[src/rtl/result_reporter_if.sv]
// Miner-result and byte-stream signals of the result reporter, grouped as one bundle.
// The slave side is the reporter itself; the master side is whatever feeds it and drains it.
interface result_reporter_if;
    logic        nonce_found;
    logic [31:0] nonce_out;
    logic [31:0] hash_out;
    logic [7:0]  tx_data;
    logic        tx_valid;
    logic        tx_ready;
    logic        overflow;
    logic        overflow_clr;
    logic [15:0] found_count;

    modport master (
        output nonce_found, nonce_out, hash_out, tx_ready, overflow_clr,
        input  tx_data, tx_valid, overflow, found_count
    );

    modport slave (
        input  nonce_found, nonce_out, hash_out, tx_ready, overflow_clr,
        output tx_data, tx_valid, overflow, found_count
    );
endinterface

[src/rtl/result_reporter.sv]
// Queues miner results in a small FIFO and serialises each one as a 10-byte
// frame (sync, nonce, hash, XOR checksum) over a valid/ready byte stream.
module result_reporter #(
    parameter int unsigned FIFO_DEPTH = 4,
    parameter logic [7:0]  SYNC_BYTE  = 8'hA5
) (
    input  logic             clk,
    input  logic             reset,
    result_reporter_if.slave bus
);
    localparam int unsigned   AW       = (FIFO_DEPTH > 1) ? $clog2(FIFO_DEPTH) : 1;
    localparam int unsigned   CW       = AW + 1;
    localparam logic [CW-1:0] FULL_CNT = CW'(FIFO_DEPTH);
    localparam logic [3:0]    LAST_IDX = 4'd9;

    typedef enum logic [0:0] {
        ST_IDLE = 1'b0,
        ST_SEND = 1'b1
    } state_t;

    function automatic logic [7:0] payload_xor(input logic [63:0] payload);
        logic [7:0] acc;
        acc = 8'h00;
        for (int i = 0; i < 8; i++) begin
            acc = acc ^ payload[i*8 +: 8];
        end
        return acc;
    endfunction

    function automatic logic [7:0] frame_byte(input logic [63:0] payload, input logic [3:0] idx);
        logic [7:0] b;
        case (idx)
            4'd0:    b = SYNC_BYTE;
            4'd1:    b = payload[63:56];
            4'd2:    b = payload[55:48];
            4'd3:    b = payload[47:40];
            4'd4:    b = payload[39:32];
            4'd5:    b = payload[31:24];
            4'd6:    b = payload[23:16];
            4'd7:    b = payload[15:8];
            4'd8:    b = payload[7:0];
            4'd9:    b = payload_xor(payload);
            default: b = 8'h00;
        endcase
        return b;
    endfunction

    logic [63:0]   mem_q [FIFO_DEPTH];
    logic [AW-1:0] wr_ptr_q, wr_ptr_d;
    logic [AW-1:0] rd_ptr_q, rd_ptr_d;
    logic [CW-1:0] count_q, count_d;
    state_t        state_q, state_d;
    logic [3:0]    idx_q, idx_d;
    logic [63:0]   frame_q, frame_d;
    logic [7:0]    tx_data_q, tx_data_d;
    logic          tx_valid_q, tx_valid_d;
    logic          overflow_q, overflow_d;
    logic [15:0]   found_q, found_d;

    logic pop_s;
    logic push_s;
    logic drop_s;
    logic xfer_s;

    // A full FIFO still accepts a push when the same edge pops an entry.
    assign pop_s  = (state_q == ST_IDLE) && (count_q != {CW{1'b0}});
    assign push_s = bus.nonce_found && ((count_q != FULL_CNT) || pop_s);
    assign drop_s = bus.nonce_found && !push_s;
    assign xfer_s = tx_valid_q && bus.tx_ready;

    // FIFO pointer, occupancy, sticky overflow and saturating found counter next-state.
    always_comb begin
        wr_ptr_d   = wr_ptr_q;
        rd_ptr_d   = rd_ptr_q;
        count_d    = count_q;
        overflow_d = overflow_q;
        found_d    = found_q;

        if (push_s) begin
            wr_ptr_d = wr_ptr_q + {{(AW-1){1'b0}}, 1'b1};
        end else begin
            wr_ptr_d = wr_ptr_q;
        end

        if (pop_s) begin
            rd_ptr_d = rd_ptr_q + {{(AW-1){1'b0}}, 1'b1};
        end else begin
            rd_ptr_d = rd_ptr_q;
        end

        case ({push_s, pop_s})
            2'b10:   count_d = count_q + {{(CW-1){1'b0}}, 1'b1};
            2'b01:   count_d = count_q - {{(CW-1){1'b0}}, 1'b1};
            default: count_d = count_q;
        endcase

        // A drop on the clearing edge wins so the loss is never hidden.
        if (drop_s) begin
            overflow_d = 1'b1;
        end else if (bus.overflow_clr) begin
            overflow_d = 1'b0;
        end else begin
            overflow_d = overflow_q;
        end

        if (bus.nonce_found && (found_q != 16'hFFFF)) begin
            found_d = found_q + 16'd1;
        end else begin
            found_d = found_q;
        end
    end

    // Frame FSM next-state; outputs are computed from the next state so they can be registered.
    always_comb begin
        state_d = state_q;
        idx_d   = idx_q;
        frame_d = frame_q;

        case (state_q)
            ST_IDLE: begin
                if (pop_s) begin
                    state_d = ST_SEND;
                    idx_d   = 4'd0;
                    frame_d = mem_q[rd_ptr_q];
                end else begin
                    state_d = ST_IDLE;
                end
            end
            ST_SEND: begin
                if (xfer_s) begin
                    if (idx_q == LAST_IDX) begin
                        state_d = ST_IDLE;
                        idx_d   = 4'd0;
                    end else begin
                        idx_d   = idx_q + 4'd1;
                    end
                end else begin
                    state_d = ST_SEND;
                end
            end
            default: begin
                state_d = ST_IDLE;
                idx_d   = 4'd0;
            end
        endcase

        tx_valid_d = (state_d == ST_SEND);
        if (tx_valid_d) begin
            tx_data_d = frame_byte(frame_d, idx_d);
        end else begin
            tx_data_d = 8'h00;
        end
    end

    // Result storage; contents need no reset because occupancy gates every read.
    always_ff @(posedge clk) begin
        if (push_s) begin
            mem_q[wr_ptr_q] <= {bus.nonce_out, bus.hash_out};
        end
    end

    // State registers.
    always_ff @(posedge clk or negedge reset) begin
        if (!reset) begin
            wr_ptr_q   <= {AW{1'b0}};
            rd_ptr_q   <= {AW{1'b0}};
            count_q    <= {CW{1'b0}};
            state_q    <= ST_IDLE;
            idx_q      <= 4'd0;
            frame_q    <= 64'h0;
            tx_data_q  <= 8'h00;
            tx_valid_q <= 1'b0;
            overflow_q <= 1'b0;
            found_q    <= 16'h0000;
        end else begin
            wr_ptr_q   <= wr_ptr_d;
            rd_ptr_q   <= rd_ptr_d;
            count_q    <= count_d;
            state_q    <= state_d;
            idx_q      <= idx_d;
            frame_q    <= frame_d;
            tx_data_q  <= tx_data_d;
            tx_valid_q <= tx_valid_d;
            overflow_q <= overflow_d;
            found_q    <= found_d;
        end
    end

    assign bus.tx_data     = tx_data_q;
    assign bus.tx_valid    = tx_valid_q;
    assign bus.overflow    = overflow_q;
    assign bus.found_count = found_q;
endmodule

[src/flat_wrapper.sv]
// flat-port wrapper written by rule: the top's interface ports become plain ports
module result_reporter_flat 
#(
    parameter int unsigned FIFO_DEPTH = 4,
    parameter logic [7:0]  SYNC_BYTE  = 8'hA5
)
  (clk, reset, bus_nonce_found, bus_nonce_out, bus_hash_out, bus_tx_ready, bus_overflow_clr, bus_tx_data, bus_tx_valid, bus_overflow, bus_found_count);
  result_reporter_if bus_i ();
  input  logic clk;
  input  logic reset;
  input wire logic [$bits(bus_i.nonce_found)-1:0] bus_nonce_found;
  input wire logic [$bits(bus_i.nonce_out)-1:0] bus_nonce_out;
  input wire logic [$bits(bus_i.hash_out)-1:0] bus_hash_out;
  input wire logic [$bits(bus_i.tx_ready)-1:0] bus_tx_ready;
  input wire logic [$bits(bus_i.overflow_clr)-1:0] bus_overflow_clr;
  output wire logic [$bits(bus_i.tx_data)-1:0] bus_tx_data;
  output wire logic [$bits(bus_i.tx_valid)-1:0] bus_tx_valid;
  output wire logic [$bits(bus_i.overflow)-1:0] bus_overflow;
  output wire logic [$bits(bus_i.found_count)-1:0] bus_found_count;
  assign bus_i.nonce_found = bus_nonce_found;
  assign bus_i.nonce_out = bus_nonce_out;
  assign bus_i.hash_out = bus_hash_out;
  assign bus_i.tx_ready = bus_tx_ready;
  assign bus_i.overflow_clr = bus_overflow_clr;
  assign bus_tx_data = bus_i.tx_data;
  assign bus_tx_valid = bus_i.tx_valid;
  assign bus_overflow = bus_i.overflow;
  assign bus_found_count = bus_i.found_count;
  result_reporter #(.FIFO_DEPTH(FIFO_DEPTH), .SYNC_BYTE(SYNC_BYTE)) u_core (.clk(clk), .reset(reset), .bus(bus_i));
endmodule
[config.mk]
export PLATFORM = sky130hd
export DESIGN_NAME = result_reporter_flat
export DESIGN_NICKNAME = d
export VERILOG_FILES = /design/src/rtl/result_reporter_if.sv /design/src/rtl/result_reporter.sv /design/src/flat_wrapper.sv
export SDC_FILE = /design/constraint.sdc
export NUM_CORES = 1
export LEC_CHECK = 0
export CORE_ASPECT_RATIO = 0.9
export CORE_MARGIN = 8
export CORE_UTILIZATION = 35
export DETAILED_ROUTE_END_ITERATION = 10
export PLACE_DENSITY = 0.56
export REMOVE_ABC_BUFFERS = 1
export SYNTH_ARGS = -nofsm -noshare
export SYNTH_HDL_FRONTEND = slang
export SYNTH_SLANG_ARGS = --single-unit
[constraint.sdc]
create_clock -name clk -period 3.7 [get_ports clk]
set_input_delay 0.74 -clock clk [delete_from_list [all_inputs] [get_ports clk]]
set_output_delay 0.74 -clock clk [all_outputs]
set_load 0.005 [all_outputs]
==> qor.csv, run 1 <==
metric,value,unit
outcome,"finished, final reports clean",
rsz0062_at_grt,false,
ys_ff_latch,357,
drt_iter0_markers,571,
drt-pass1-iter-count,4,
core,0.0428,mm²
vias,8397,
rows,72,
grt_pass1_wl,52.1,mm
hp-class,in -> async,
synth_common_cells,"256 x edfxtp_1, 118 x nand2_1, 101 x dfrtp_1, 71 x xnor2_1, 64 x mux4_2",
worst_setup_path_start_kind,input port,
grt_max_degree,65,
cts_tree,done,
die_h,213,µm
setup_viol,0,
layout-drive-gt1-share,17.9,%
synth_area,0.0151,mm²
slew_headroom,25.7,%
peakVddDrop,462,µV
period_share,78.6,%
synth-async-reset-ratio,28.3,%
io_pins,95,
synth_warnings,0,
powerDensity,869,mW/mm²
first_global_vias,8961,
place_inst,1608,
ctsLongestPathBuffers,3,
fin_setup_tns,0,ns
clk_pin_slew,0.06,ns
synth_ff_type,edfxtp_1,
fin_hold_ws,0.260,ns
syn_inst,966,
htree_levels,2,
grt-ovfl-total,0,
cap_violations,0,
ant_nets,0,
endpoint,u_core.bus.tx_data[0],
cts_sinks,357,
holdBufCountCts,0,
drc_errors,0,
cts_buffers,40,
synth.avg_cell_area,15.6,µm²
cp-end-kind,flop,
totalWireLength,32.7,mm
synth_edf_count,256,
rrSetupSlack,0.80,ns
p_leak,0.00653,µW
avgViaCountPerCell,5.00,
r2r_cells,7,
reg2reg_from,u_core.rd_ptr_q[0],
numPortBuffers,94,
grt.total_usage,13.2,%
skew,0.0125,ns
maxSlewViolCount,0,
cts_resized,0,
ys_types,60,
finalCriticalPeriod,2.91,ns
postCtsSetupBuffers,0,
nets,1171,
ys_seq_area_share,67.7,%
yosysTopAreaCellShare,50.9,%
crit_type,in -> reg,
start_util,35.3,%
area_growth,20.2,%
max_freq,0.344,GHz
yosysMostFrequentCell,edfxtp_1,
critical_path_arrival,3.38,ns
path_max_fanout,7,
wire_per_inst,19.4,µm
final_cells,1681,
synth_largest_area_cell,edfxtp_1,
n_antenna_cell,0,
startpoint,bus_tx_ready,
hold_violations,0,
cts_root_buf,clkbuf_16,
dieArea,0.0500,mm²
place_hpwl,21.9,mm
antenna_found_initial,0,
place.gp.congestion,0.843,
tightestPinTransition,1.11,ns
r2r_end,u_core.bus.tx_data[0],
insertion_delay,0.54,ns
synth_area_leaders,"edfxtp_1 51%, dfrtp_1 17%, mux4_2 9.5%, xnor2_1 4.1%, nand2_1 2.9%",
required,4.17,ns
die-width,235,µm
final cells by class:
type	count	area [µm²]
fillers	3867	24600
flip-flops and latches	357	10200
multi-input cells	548	4620
repair buffers	129	1260
clock buffers	60	1170
well taps	555	694
clock inverters	13	103
inverters	19	73.8
how the worst min path moves through the flow:
| stage | endpoint | cells past startpoint |
|---|---|---|
| finish | u_core.bus.found_count[11] | 1 |
| global route | u_core.bus.found_count[11] | 1 |
| CTS | u_core.bus.found_count[11] | 1 |
| detailed placement | u_core.bus.found_count[15] | 1 |
| global placement | u_core.bus.found_count[10] | 1 |
| floorplan | u_core.bus.found_count[0] | 0 |
power breakdown:
group | internal [µW] | total [µW] | switching [µW]
registers | 5400 | 6010 | 613
clock network | 2260 | 3800 | 1540
logic | 2870 | 5960 | 3090
total | 10500 | 15800 | 5250
metrics by stage:
stage / total power (µW) / setup WS, ns / util [%] / area [µm²]
after global placement: 12100 / 0.399 / 39.4 / 16900
after global routing: 16800 / 0.597 / 42.4 / 18100
final: 15800 / 0.793 / 42.4 / 18100
after detailed placement: 12200 / 0.321 / 39.4 / 16900
after floorplan: 10200 / -1.07 / - / 14900
after CTS: 16000 / 0.741 / 42.4 / 18100
registers in the layout, summed over array words and instances, names as in the netlist:
| name | flops |
|---|---|
| u_core.bus.found_count | 16 |
| u_core.bus.overflow | 1 |
| u_core.bus.tx_data | 8 |
| u_core.count_q | 3 |
| u_core.frame_q | 64 |
| u_core.idx_q | 4 |
| u_core.mem_q | 256 |
| u_core.rd_ptr_q | 2 |
| u_core.state_q | 1 |
| u_core.wr_ptr_q | 2 |
cells in the final DEF (no fill, tap or decap), types with 4 or more instances in the layout:
cell,instances
nor2b_1,5
inv_1,16
xor2_1,38
a21o_1,4
ha_1,6
a31oi_1,5
nand3_1,16
mux2i_1,5
a22o_1,9
clkinv_1,5
edfxtp_1,256
clkbuf_8,7
and3_1,5
nor2_1,40
xnor2_1,71
dfrtp_1,99
a21oi_1,41
clkdlybuf4s50_1,93
o21ai_0,16
clkbuf_16,41
mux4_2,64
clkbuf_1,12
buf_4,31
a22oi_1,10
nand4_1,7
nand2_1,118
buf_12,5
and2_2,4
nor3_1,8
mux2_2,29
metal layers:
| layer | share of wire, % | up-vias | GRT usage (%) |
|---|---|---|---|
| li1 | - | 3904 | - |
| met1 | 46 | 4273 | 17.6 |
| met2 | 47 | 178 | 21.6 |
| met3 | 4.4 | 42 | 2.84 |
| met4 | 2.1 | 0 | 4.07 |
| met5 | 0 | - | 0 |
cell families after synthesis:
logic type	share of synthesized area, %
flops	67.7
simple gates	6.31
compound gates	5.03
xor+xnor	6.32
mux	12.3
buf+inv	1.74
fa+ha+maj	0.630
critical path, cell delays in order:
cell             delay [ns]
clkdlybuf4s50_1        0.57
and2_1                 0.28
nand3_1                0.16
a211oi_1               0.95
and2_1                 0.23
a221oi_1               0.05
o221ai_1               0.24
a22o_1                 0.16
Power figures use the tool's default switching activity.
==> run 2, diff against run 1 <==
clock period = 3 ns   (was 3.7 ns; I/O delays follow)
==> run 2 against run 1 <==
Compared with the run above: global-route usage is 0.17 points lower; largest cell class unchanged; highest routed layer unchanged; flip-flop and latch count stayed put; non-clock buffer count is 15 higher.
==> qor.csv, run 2 (synthesized netlist as in run 1, its figures left out) <==
metric,value,unit
outcome,"finished, final reports clean",
largest_reg_flops,256,
postCtsSetupBuffers,0,
skew,0.0181,ns
slew_headroom,19.6,%
tightestPinTransition,1.20,ns
path_max_fanout,34,
wire_per_inst,19.3,µm
rows,72,
core,0.0428,mm²
p_leak,0.00664,µW
ctsLongestPathBuffers,3,
fin_hold_ws,0.123,ns
grt_max_degree,85,
vias,8353,
peakVddDrop,460,µV
hold_violations,0,
finalCriticalPeriod,2.74,ns
setup_viol,0,
fin_setup_tns,0,ns
place_hpwl,21.7,mm
period_share,91.2,%
htree_levels,2,
io_pins,95,
place.gp.congestion,0.850,
cts_root_buf,clkbuf_16,
clk_pin_slew,0.06,ns
maxSlewViolCount,0,
avgViaCountPerCell,4.93,
rsz0062_at_grt,false,
powerDensity,1080,mW/mm²
max_freq,0.366,GHz
cts_buffers,39,
start_util,35.3,%
drt_iter0_markers,528,
first_global_vias,8749,
place_ws,-0.111,ns
die_h,213,µm
critical_path_arrival,3.14,ns
required,3.41,ns
layout-drive-gt1-share,18.8,%
numPortBuffers,94,
grt-ovfl-total,0,
drt-pass1-iter-count,4,
n_antenna_cell,0,
cts_tree,done,
cap_violations,0,
layout_setup_ws,0.265,ns
dieArea,0.0500,mm²
worst_setup_path_start_kind,flop,
layout_commonest_cell,edfxtp_1,
hp-class,in -> async,
area_growth,21.7,%
cts_sinks,357,
utilization,42.9,%
drc_errors,0,
cp-end-kind,flop,
holdBufCountCts,0,
cts_resized,0,
totalWireLength,32.7,mm
insertion_delay,0.54,ns
mostFrequentLayoutCells,"256 x edfxtp_1, 118 x nand2_1, 99 x dfrtp_1, 93 x clkdlybuf4s50_1, 71 x xnor2_1",
antenna_found_initial,0,
grt.total_usage,13.0,%
grt_pass1_wl,51.6,mm
crit_type,reg -> reg,
largest_register,u_core.mem_q,
die-width,235,µm
ant_nets,0,
nets,1185,
==> run 2: worst max-delay path, cell delays in order, from the launching register on <==
cell	delay, ns
dfrtp_1	0.43
or3_4	0.46
nand2_4	0.12
inv_4	0.06
buf_4	0.25
mux2_1	0.40
a22oi_1	0.18
nor2_1	0.07
a2111o_1	0.38
a22o_1	0.23
==> run 2: through the flow <==
stage,instances,instance area (µm²),power [µW]
after floorplan,924,14900,12600
after global placement,1623,17100,15200
after detailed placement,1623,17100,15200
after CTS,1695,18400,20100
after global routing,1695,18400,21000
final,1695,18400,19800
==> run 2: power by group <==
group / leakage, µW / internal, µW / total (µW) / switching, µW
clock network: 0.000621 / 2820 / 4730 / 1910
registers: 0.00361 / 6650 / 7310 / 658
logic: 0.00241 / 3760 / 7730 / 3970
==> run 2: routing by layer <==
layer	routed length, µm	track usage, %
met5	0	0
met2	14900	20.7
met4	608	3.28
met1	15700	18.3
met3	1460	2.61
==> run 2: final cells by class <==
| class | instances | area, µm² |
|---|---|---|
| Inverter | 19 | 73.8 |
| Timing Repair Buffer | 144 | 1490 |
| Tap cell | 555 | 694 |
| Fill cell | 3816 | 24400 |
| Sequential cell | 357 | 10200 |
| Clock inverter | 16 | 169 |
| Clock buffer | 56 | 1100 |
| Multi-Input combinational cell | 548 | 4620 |
==> run 2: worst paths after layout <==
| path | end | depth (start not counted) | slack [ns] | start |
|---|---|---|---|---|
| max reg2reg | u_core.bus.tx_data[3] | 9 | 0.26 | u_core.count_q[0] |
| min reg2reg | u_core.bus.found_count[6] | 1 | 0.49 | u_core.bus.found_count[6] |
| min | u_core.bus.found_count[10] | 1 | 0.12 | reset |
| max in group asynchronous | u_core.frame_q[62] | 2 | 2.12 | reset |
| min in group clk | u_core.bus.found_count[6] | 1 | 0.49 | u_core.bus.found_count[6] |
| max | u_core.bus.tx_data[3] | 9 | 0.26 | u_core.count_q[0] |
